--- src/rtl/imem_loader_pkg.sv ---
// imem_loader_pkg: state encoding and counter widths shared by the loader and its byte assembler.
package imem_loader_pkg;
    typedef enum logic [2:0] {IDLE, HDR, DATA, WRITE, DONE, ERR} state_t;
    localparam int BCNT_W = 2;
    function automatic int idx_w(input int depth);
        return $clog2(depth + 1);
    endfunction
endpackage

--- src/rtl/byte_assembler.sv ---
// byte_assembler: packs four accepted bytes little-endian into a word and pulses word_valid_o on the fourth.
module byte_assembler
    import imem_loader_pkg::*;
(
    input  logic        clk,
    input  logic        rst,
    input  logic        clr_i,
    input  logic        en_i,
    input  logic [7:0]  data_i,
    output logic [31:0] word_o,
    output logic        word_valid_o
);
    logic [23:0]       sr_q;
    logic [BCNT_W-1:0] cnt_q;
    // The fourth byte is forwarded combinationally so the word is usable on the same edge it completes.
    assign word_o       = {data_i, sr_q};
    assign word_valid_o = en_i && (&cnt_q);
    always_ff @(posedge clk) begin
        if (!rst || clr_i) begin
            sr_q  <= '0;
            cnt_q <= '0;
        end else if (en_i) begin
            sr_q  <= {data_i, sr_q[23:8]};
            cnt_q <= cnt_q + 1'b1;
        end
    end
endmodule

--- src/rtl/imem_loader.sv ---
// imem_loader: boot loader that reads a word-count header then that many little-endian words from a
// byte stream, writing each to instruction memory at consecutive word addresses.
module imem_loader
    import imem_loader_pkg::*;
#(
    parameter int WIDTH = 32,
    parameter int DEPTH = 128
) (
    input  logic             clk,
    input  logic             rst,
    input  logic             start,
    input  logic [7:0]       in_data,
    input  logic             in_valid,
    output logic             in_ready,
    output logic [31:0]      wr_addr0,
    output logic [WIDTH-1:0] wr_din0,
    output logic             we0,
    output logic             busy,
    output logic             done,
    output logic             error
);
    localparam int IDX_W = idx_w(DEPTH);
    state_t           state_q;
    logic [IDX_W-1:0] idx_q, n_q, idx_nx;
    logic [31:0]      wr_addr0_q, word;
    logic [WIDTH-1:0] wr_din0_q;
    logic             accept, launch, word_valid;

    assign in_ready = state_q == HDR || state_q == DATA;
    assign busy     = in_ready || state_q == WRITE;
    assign we0      = state_q == WRITE;
    assign done     = state_q == DONE;
    assign error    = state_q == ERR;
    assign wr_addr0 = wr_addr0_q;
    assign wr_din0  = wr_din0_q;
    assign accept   = in_valid && in_ready;
    assign launch   = start && (state_q == IDLE || state_q == DONE || state_q == ERR);
    assign idx_nx   = idx_q + 1'b1;

    byte_assembler u_asm (
        .clk         (clk),
        .rst         (rst),
        .clr_i       (launch),
        .en_i        (accept),
        .data_i      (in_data),
        .word_o      (word),
        .word_valid_o(word_valid)
    );

    always_ff @(posedge clk) begin
        if (!rst) begin
            state_q    <= IDLE;
            idx_q      <= '0;
            n_q        <= '0;
            wr_addr0_q <= '0;
            wr_din0_q  <= '0;
        end else begin
            case (state_q)
                IDLE, DONE, ERR: if (launch) begin
                    state_q <= HDR;
                    idx_q   <= '0;
                end
                HDR: if (word_valid) begin
                    // Full 32-bit compare so huge counts cannot alias into the legal range.
                    state_q <= word > 32'(DEPTH) ? ERR : word == '0 ? DONE : DATA;
                    n_q     <= word[IDX_W-1:0];
                end
                DATA: if (word_valid) begin
                    state_q    <= WRITE;
                    wr_din0_q  <= word;
                    wr_addr0_q <= 32'({idx_q, 2'b00});
                end
                WRITE: begin
                    idx_q   <= idx_nx;
                    state_q <= idx_nx == n_q ? DONE : DATA;
                end
                default: state_q <= IDLE;
            endcase
        end
    end
endmodule

--- config.mk ---
export PLATFORM = sky130hd
export DESIGN_NAME = imem_loader
export DESIGN_NICKNAME = d
export VERILOG_FILES = /design/src/rtl/imem_loader_pkg.sv /design/src/rtl/byte_assembler.sv /design/src/rtl/imem_loader.sv
export SDC_FILE = /design/constraint.sdc
export NUM_CORES = 1
export LEC_CHECK = 0
export BUFFER_PORTS_ARGS = -buffer_cell sky130_fd_sc_hd__buf_2
export CAP_MARGIN = 15
export CORE_ASPECT_RATIO = 1.5
export CORE_MARGIN = 8
export CORE_UTILIZATION = 58
export CTS_BUF_LIST = sky130_fd_sc_hd__clkbuf_8 sky130_fd_sc_hd__clkbuf_16
export DETAILED_ROUTE_END_ITERATION = 10
export PLACE_DENSITY = 0.84
export SLEW_MARGIN = 0
export SYNTH_ARGS = -nofsm -noshare
export SYNTH_HDL_FRONTEND = slang
export SYNTH_SLANG_ARGS = --single-unit
--- constraint.sdc ---
create_clock -name clk -period 7.15 [get_ports clk]
set_clock_uncertainty 0.1 [all_clocks]
set_input_delay 1.43 -clock clk [delete_from_list [all_inputs] [get_ports clk]]
set_output_delay 1.43 -clock clk [all_outputs]
set_load 0.05 [all_outputs]
==> summary.txt <==
Run status
  – Outcome: finished clean

Yosys
  – Mapped Area: 0.00370 mm^2
  – Top FF cell, synth: dfxtp_1
  – Seq/Total Area, Yosys: 46.0%
  – Post-synth EDFFs: 0
  – Number of synthesized register bits: 85
  – Syn avg cell area: 7.80 um^2
  – Yosys warnings: 0
  – Ys async rst share: 0%
  – Synthesized instance count: 474
  – Post-synthesis cell type count: 49

Finish
  – Fraction of layout cells with a size suffix above 1: 16.8%
  – Fillers: 539
  – N_diodes: 0
  – Nets: 526
  – P&R area growth vs syn: 9.81%

Timing
  – Crit path time final: 3440 ps
  – Final-report max-slew violation count: 0
  – Slew headroom: 36.7%
  – Setup violations, final: 0
  – RSZ-0062 raised after global routing: no
  – Worst-margin pin slew: 948 ps
  – Hold_ws: 356 ps
  – Post-route setup TNS: 0 ps
  – Hold Fails Final Rpt: 0
  – Fmax: 291 MHz
  – Tcrit/Tclk final: 48.1%

Route
  – DRT Pass-1 Iters: 4
  – Routed vias/inst: 5.44
  – Initial DRC Count: 193
  – Wire length per cell: 14.5 um
  – WL final: 8550 um
  – Post-route ant nets: 0
  – Detailed-route via count: 3217
  – # DRC: 0

Floorplanning
  – # IOs: 81
  – Die W: 81.2 um
  – DIE AREA: 0.00924 mm^2
  – FP Rows: 35
  – Core ar.: 0.00617 mm^2
  – Initial core utilization: 59.9%
  – Chip Height: 114 um

CTS
  – Clock Latency Late Sink: 350 ps
  – Clock buffer depth: 2
  – Clk slew on worst S/H paths: 90 ps
  – CTS tree: done
  – Clock sinks: 85
  – Hold_buf cts: 0
  – CTS Root Cell: clkbuf_8
  – Quantity of gates resized following cts: 0
  – H-tree depth: 3
  – Post-CTS setup buffers: 0
  – CTS Buf Count: 9

Critical path
  – Crit path arrival time: 1910 ps
  – CP max FO: 14
  – CP max-delay cell: dfxtp_1
  – Crit-path cells: nor2b_1 -> nand2_1 -> inv_2 -> buf_2
  – Worst Setup End Kind: primary output
  – Critical Path RT: 5620 ps
  – Slowest cell delay on critical path: 440 ps
  – Startpoint types: register
  – Setup Crit Path Kind: register to primary output

GRT
  – First-pass GRT wire length: 14200 um
  – Pin count of the biggest net entering global routing: 59
  – Initial antenna violation count: 0
  – GRT Total Usage: 19.1%
  – Vias in the first global route: 3188
  – GR Overflow Total: 0

Placement
  – Routability cong.: 0.904
  – HPWL Detailed: 6280 um
  – Buffers on Ports: 56

Pwr
  – Peak VDD IR: 0.157 mV
  – Power Total: 0.907 mW
  – Leak Pwr: 1.65 nW
  – PD cells: 223 mW/mm^2

Run
  – Max Cap Viol: 0

Worst hold path
  – Worst hold path type: register to register
==> logic make-up (layout without fill, tap and decap cells) <==
family / after synthesis / in the layout / share of synthesized area, %
AND/OR/NAND/NOR: 210 / 210 / 24.2
AO/OA/AOI/OAI: 99 / 99 / 14.9
flip-flops: 85 / 85 / 46.0
buffers and inverters: 57 / 77 / 9.13
XOR/XNOR: 12 / 12 / 2.84
multiplexers: 8 / 8 / 2.17
adder cells (fa/ha/maj): 2 / 2 / 0.676
other: 1 / 24 / 0.101
==> routing by layer <==
metal	vias to the layer above	wire length [um]	global-route usage, %
li1	1603	-	-
met1	1514	3150	19.0
met2	81	4770	35.1
met3	19	427	4.57
met4	0	208	9.46
met5	-	0	0
==> final timing paths <==
kind | start | endpoint | slack (ps) | cells after the start
worst max-delay path | state_q[0] | we0 | 3710 | 4
worst min-delay path | wr_din0[9] | wr_din0[9] | 360 | 2
worst max register to register | state_q[1] | wr_addr0[6] | 4390 | 7
worst min register to register | wr_din0[9] | wr_din0[9] | 360 | 2
==> layout by cell type, fill, tap and decap left out, drive strengths merged, types with 3 or more instances in the layout <==
master	count
a21oi	76
and2	4
and3	3
buf	58
clkbuf	11
conb	24
dfxtp	85
inv	6
mux2i	8
nand2	143
nand3	7
nor2	27
nor3	4
nor4	7
o21ai	8
or3	4
xnor2	9
xor2	3
==> critical path: cells and delay by family (launching register included) <==
family | cells | cell delay (ps)
simple gates | 2 | 640
buf+inv | 2 | 470
flops | 1 | 440
==> metrics by stage <==
step	utilization, %	instance area [um^2]	cells	worst slack, ps
finish	65.8	4060	591	3710
global route	65.8	4060	591	3520
floorplan	-	3780	497	4040
global placement	62.3	3850	575	3860
CTS	65.8	4060	591	3710
detailed placement	62.3	3850	575	3820
==> registers in the layout, indices dropped and copies added, names as in the netlist <==
signal	count
wr_din0	32
u_asm.cnt_q	2
wr_addr0	8
u_asm.sr_q	24
state_q	3
idx_q	8
n_q	8
==> cell type report <==
type	instances	area [um^2]	share of cell area (%)
Clock inverter	5	63.8	1.57
Clock buffer	11	151	3.73
Multi-Input combinational cell	355	1750	43.0
Sequential cell	85	1700	41.9
Timing Repair Buffer	58	295	7.27
Inverter	3	11.3	0.277
Tap cell	74	92.6	2.28
==> cell usage after synthesis (4+ instances only) <==
cell | instances | share of area [%]
nand2_1 | 143 | 15
dfxtp_1 | 85 | 46
a21oi_1 | 75 | 10
nor2_1 | 27 | 2.7
buf_4 | 25 | 5.1
clkbuf_1 | 18 | 1.8
xnor2_1 | 9 | 2.1
mux2i_1 | 8 | 2.2
nand3_1 | 7 | 0.95
nor4_1 | 7 | 1.2
buf_2 | 6 | 0.81
nor3_1 | 4 | 0.54
o21ai_1 | 4 | 0.54
or3_1 | 4 | 0.68
==> power by group <==
part / switching (mW) / total, mW / internal (mW)
Sequential: 0.00339 / 0.479 / 0.476
Clock: 0.174 / 0.359 / 0.184
Combinational: 0.0589 / 0.0695 / 0.0106
(Power assumes the default switching activity.)
